## src/rtl/std_lfsr_pkg.sv

```systemverilog
// Shared LFSR helpers: default Galois tap table, single-step function and
// the PRBS checker state encoding.
package std_lfsr_pkg;

  localparam int LFSR_MAX_W = 64;

  typedef enum logic [1:0] {
    ST_IDLE   = 2'd0,
    ST_SYNC   = 2'd1,
    ST_LOCKED = 2'd2
  } prbs_state_t;

  // Fibonacci tap list (n plus up to five extra taps) mapped onto the
  // right-shifting Galois encoding: tap t lands on bit n-t-1.
  function automatic logic [LFSR_MAX_W-1:0] taps_from(input int n, input int t0,
                                                      input int t1, input int t2,
                                                      input int t3, input int t4);
    logic [LFSR_MAX_W-1:0] r;
    int                    t [5];
    t = '{t0, t1, t2, t3, t4};
    r = LFSR_MAX_W'(1) << (n - 1);
    for (int i = 0; i < 5; i++)
      if (t[i] > 0 && t[i] < n) r = r | (LFSR_MAX_W'(1) << (n - t[i] - 1));
    return r;
  endfunction

  function automatic logic [LFSR_MAX_W-1:0] taps_default(input int size);
    case (size)
      2:  return taps_from(2, 1, 0, 0, 0, 0);
      3:  return taps_from(3, 2, 0, 0, 0, 0);
      4:  return taps_from(4, 3, 0, 0, 0, 0);
      5:  return taps_from(5, 3, 0, 0, 0, 0);
      6:  return taps_from(6, 5, 0, 0, 0, 0);
      7:  return taps_from(7, 6, 0, 0, 0, 0);
      8:  return taps_from(8, 6, 5, 4, 0, 0);
      9:  return taps_from(9, 5, 0, 0, 0, 0);
      10: return taps_from(10, 7, 0, 0, 0, 0);
      11: return taps_from(11, 9, 0, 0, 0, 0);
      12: return taps_from(12, 6, 4, 1, 0, 0);
      13: return taps_from(13, 4, 3, 1, 0, 0);
      14: return taps_from(14, 5, 3, 1, 0, 0);
      15: return taps_from(15, 14, 0, 0, 0, 0);
      16: return taps_from(16, 15, 13, 4, 0, 0);
      17: return taps_from(17, 14, 0, 0, 0, 0);
      18: return taps_from(18, 11, 0, 0, 0, 0);
      19: return taps_from(19, 6, 2, 1, 0, 0);
      20: return taps_from(20, 17, 0, 0, 0, 0);
      21: return taps_from(21, 19, 0, 0, 0, 0);
      22: return taps_from(22, 21, 0, 0, 0, 0);
      23: return taps_from(23, 18, 0, 0, 0, 0);
      24: return taps_from(24, 23, 22, 17, 0, 0);
      25: return taps_from(25, 22, 0, 0, 0, 0);
      26: return taps_from(26, 6, 2, 1, 0, 0);
      27: return taps_from(27, 5, 2, 1, 0, 0);
      28: return taps_from(28, 25, 0, 0, 0, 0);
      29: return taps_from(29, 27, 0, 0, 0, 0);
      30: return taps_from(30, 6, 4, 1, 0, 0);
      31: return taps_from(31, 28, 0, 0, 0, 0);
      32: return taps_from(32, 22, 2, 1, 0, 0);
      33: return taps_from(33, 20, 0, 0, 0, 0);
      34: return taps_from(34, 27, 2, 1, 0, 0);
      35: return taps_from(35, 33, 0, 0, 0, 0);
      36: return taps_from(36, 25, 0, 0, 0, 0);
      37: return taps_from(37, 5, 4, 3, 2, 1);
      38: return taps_from(38, 6, 5, 1, 0, 0);
      39: return taps_from(39, 35, 0, 0, 0, 0);
      40: return taps_from(40, 38, 21, 19, 0, 0);
      41: return taps_from(41, 38, 0, 0, 0, 0);
      42: return taps_from(42, 41, 20, 19, 0, 0);
      43: return taps_from(43, 42, 38, 37, 0, 0);
      44: return taps_from(44, 43, 18, 17, 0, 0);
      45: return taps_from(45, 44, 42, 41, 0, 0);
      46: return taps_from(46, 45, 26, 25, 0, 0);
      47: return taps_from(47, 42, 0, 0, 0, 0);
      48: return taps_from(48, 47, 21, 20, 0, 0);
      49: return taps_from(49, 40, 0, 0, 0, 0);
      50: return taps_from(50, 49, 24, 23, 0, 0);
      51: return taps_from(51, 50, 36, 35, 0, 0);
      52: return taps_from(52, 49, 0, 0, 0, 0);
      53: return taps_from(53, 52, 38, 37, 0, 0);
      54: return taps_from(54, 53, 18, 17, 0, 0);
      55: return taps_from(55, 31, 0, 0, 0, 0);
      56: return taps_from(56, 55, 35, 34, 0, 0);
      57: return taps_from(57, 50, 0, 0, 0, 0);
      58: return taps_from(58, 39, 0, 0, 0, 0);
      59: return taps_from(59, 58, 38, 37, 0, 0);
      60: return taps_from(60, 59, 0, 0, 0, 0);
      61: return taps_from(61, 60, 46, 45, 0, 0);
      62: return taps_from(62, 61, 6, 5, 0, 0);
      63: return taps_from(63, 62, 0, 0, 0, 0);
      64: return taps_from(64, 63, 61, 60, 0, 0);
      default: return taps_from(16, 15, 13, 4, 0, 0);
    endcase
  endfunction

  // One Galois step: LSB feeds back into the MSB and into every tapped bit.
  function automatic logic [LFSR_MAX_W-1:0] lfsr_step(input logic [LFSR_MAX_W-1:0] v,
                                                      input logic [LFSR_MAX_W-1:0] taps,
                                                      input int size);
    logic [LFSR_MAX_W-1:0] r;
    r = '0;
    for (int k = 0; k < LFSR_MAX_W - 1; k++)
      if (k < size - 1) r[k] = v[k+1] ^ (taps[k] & v[0]);
    r = r | (LFSR_MAX_W'(v[0]) << (size - 1));
    return r;
  endfunction

endpackage

```

## src/rtl/std_lfsr_galois.sv

```systemverilog
// Galois LFSR register: steps on i_en, loads i_setval when i_set is also high.
module std_lfsr_galois
  import std_lfsr_pkg::*;
#(
  parameter int              SIZE   = 16,
  parameter logic [SIZE-1:0] TAPVEC = SIZE'(taps_default(SIZE))
) (
  input  logic            i_clk,
  input  logic            i_rst_n,
  input  logic            i_en,
  input  logic            i_set,
  input  logic [SIZE-1:0] i_setval,
  output logic [SIZE-1:0] o_state
);

  logic [SIZE-1:0] state_step;

  assign state_step = SIZE'(lfsr_step(LFSR_MAX_W'(o_state), LFSR_MAX_W'(TAPVEC), SIZE));

  always_ff @(posedge i_clk or negedge i_rst_n) begin
    if (!i_rst_n)  o_state <= '0;
    else if (i_en) o_state <= i_set ? i_setval : state_step;
  end

endmodule

```

## config.mk

```make
export PLATFORM = sky130hd
export DESIGN_NAME = std_lfsr_galois
export DESIGN_NICKNAME = d
export VERILOG_FILES = /design/src/rtl/std_lfsr_pkg.sv /design/src/rtl/std_lfsr_galois.sv
export SDC_FILE = /design/constraint.sdc
export NUM_CORES = 1
export LEC_CHECK = 0
export ABC_AREA = 1
export BUFFER_PORTS_ARGS = -buffer_cell sky130_fd_sc_hd__buf_2
export CAP_MARGIN = 20
export CORE_MARGIN = 10
export CORE_UTILIZATION = 34
export DETAILED_ROUTE_END_ITERATION = 12
export PLACE_DENSITY = 0.7
export SYNTH_ARGS = -nofsm -noshare
export SYNTH_HDL_FRONTEND = slang
export SYNTH_SLANG_ARGS = --single-unit
```

## constraint.sdc

```tcl
create_clock -name i_clk -period 2.7 [get_ports i_clk]
set_clock_uncertainty 0.15 [all_clocks]
set_input_delay 0.405 -clock i_clk [delete_from_list [all_inputs] [get_ports i_clk]]
set_output_delay 0.405 -clock i_clk [all_outputs]
set_load 0.01 [all_outputs]
```

==> results.json <==
{
  "htree_levels": 1,
  "synth_top_family_by_area": "simple AND/OR/NAND/NOR gates",
  "reg2reg_depth": 5,
  "drc": 0,
  "yosys-top-cells-area": "dfrtp_1, nand2_1, o21ai_0",
  "p_leak_uw": 0.0005199,
  "fillerInstances": 228,
  "end_kind": "output port",
  "required_ps": 2140,
  "arrival_ps": 880,
  "rsz0062_at_grt": "no",
  "grt-ovfl-total": 0,
  "yosysUniqueCellTypes": 14,
  "viasPerCell": 4.841,
  "fin_tns_setup_ps": 0,
  "final_common_cell": "buf_2",
  "cp_top_family": "flip-flops",
  "r2r_start": "o_state[0]",
  "antennaDiodeCount": 0,
  "synthMuxAreaShare_pct": 0,
  "track_usage_pct": 9.633,
  "largest_reg_flops": 16,
  "cpPeakStageDelay_ps": 440,
  "min_path_type": "primary input to flop",
  "whs_path_depth": 3,
  "seqCellArea_sq_um": 400.4,
  "slew_headroom_pct": 74.95,
  "cp-start-kind": "flop",
  "synth-compound-area-share_pct": 17.66,
  "finalHoldViolCount": 0,
  "synth_fp_nets": 121,
  "path_class": "flop to output port",
  "die_area_sq_mm": 0.004608,
  "cts.sinks": 16,
  "antenna_found_initial": 0,
  "synthCells": 101,
  "status": "finished clean",
  "regMostFlops": "o_state",
  "nets": 158,
  "wl_per_cell_microns": 13.35,
  "ios": 36,
  "final_core_util_pct": 45.35,
  "crit_cells": 1,
  "setup_viol": 0,
  "first_pass_iters": 4,
  "die_h_microns": 67.88,
  "synth_area_sq_um": 779.5,
  "maxSlewViolCount": 0,
  "placed_cell_area_sq_um": 960.9,
  "path_buf_inv": 1,
  "clock_path_buffers": 2,
  "portBuffers": 35,
  "drv_cap": 0,
  "postSynthAreaPerCell_sq_um": 7.718,
  "grt_max_degree": 20,
  "crit_start": "o_state[0]",
  "fin_crit_sh_pct": 53.26,
  "power_density_mw_per_mm2": 560.0,
  "synth_top_area_share_pct": 51.36,
  "yosys.area_share.simple_pct": 24.88,
  "synth_seq_cells": 16,
  "cp_cell_sequence": "buf_2",
  "cts_buffers": 3,
  "worst_slew_pin_slew_ps": 375.7,
  "synth_top_area_cell": "dfrtp_1",
  "drive_above_1_share_pct": 30.15,
  "reg2reg_setup_slack_ps": 1640,
  "crit_slowest_cell": "dfrtp_1",
  "path_clk_slew_ps": 90,
  "syn_to_final_growth_pct": 27.45,
  "cts_hold_buf": 1,
  "cp_max_fo": 5,
  "fmax_ghz": 0.6954,
  "clock-root-buffer": "clkbuf_4",
  "core_sq_mm": 0.002191,
  "top_regs": "o_state (16)",
  "wirelength_microns": 2190,
  "finalCriticalPeriod_ps": 1438,
  "drtIter0Drc": 19,
  "layout_common_cells": "buf_2, nand2_1, o21ai_0",
  "final_cell_area_sq_um": 993.5,
  "initial_core_util_pct": 35.58,
  "antenna_left": 0,
  "post_cts_resized": 0,
  "regToRegEndpoint": "o_state[2]",
  "grt_pass1_wl_microns": 3381,
  "dp_hpwl_microns": 1698,
  "gp_congestion": 0.7920,
  "clock_latency_ps": 280,
  "fp.dieW_microns": 67.88,
  "via_count": 794,
  "grt_pass1_vias": 733,
  "cts_tree": "built",
  "yosys_warnings": 0,
  "multiInputGateArea_sq_um": 331.6,
  "rows": 17,
  "synthAdderAreaFrac_pct": 0,
  "endpoint": "o_state[0]",
  "peakVddDrop_v": 0.0003028,
  "yosysSeqAreaShare_pct": 51.36,
  "postCtsSetupBuffers": 0,
  "synth_xor_area_share_pct": 0
}
-- final cells by class --
class | instances | area share (%)
clock buffer | 3 | 2.267
multi-input combinational | 76 | 33.38
tap | 28 | 3.526
timing repair buffer | 36 | 18.64
sequential | 16 | 40.30
inverter | 5 | 1.889
-- Yosys cell counts --
library cell / number
nor2_1: 18
o211ai_2: 1
nand3b_1: 1
buf_2: 2
a21oi_1: 1
buf_6: 1
inv_1: 3
inv_2: 2
nand2_1: 29
buf_4: 1
nand3_1: 2
o21ai_0: 20
dfrtp_1: 16
o21ai_1: 4
-- metrics by stage --
step | total power [uW] | setup WS, ps | cells | hold WS (ps)
after global routing | 594.0 | 1232 | 164 | 234.7
final | 556.3 | 1262 | 164 | 229.2
after detailed placement | 440.5 | 1306 | 160 | 191.1
after CTS | 567.0 | 1249 | 164 | 220.8
after floorplan | 372.4 | 1618 | 101 | -40.59
after global placement | 436.8 | 1354 | 160 | 187.2
-- power by group --
part | internal [uW] | leakage, uW | switching (uW)
Sequential | 271 | 0.000193 | 26.7
Clock | 51.6 | 0.0000138 | 71.2
Combinational | 56.6 | 0.000313 | 79.4
-- metal layers --
metal  vias to the layer above  track usage [%]  share of wire [%]
met4                         0            5.276                1.6
met5                         -                0                  0
met2                        25            14.55                 47
met3                         2            3.426                9.3
li1                        399                -                  -
met1                       368            11.73                 42
-- kinds of logic after synthesis --
group / Yosys count
buffers and inverters: 9
DFF: 16
and+or+nand+nor: 50
AOI/OAI and AO/OA: 26
-- worst min-delay path by stage --
stage                       endpoint         from  slack, ps
after floorplan           o_state[0]      i_rst_n        -40
after global placement    o_state[4]      i_rst_n        190
after detailed placement  o_state[4]      i_rst_n        190
after CTS                 o_state[3]  i_setval[3]        220
after global routing      o_state[3]  i_setval[3]        230
final                     o_state[3]  i_setval[3]        230
Power figures use the tool's default switching activity.
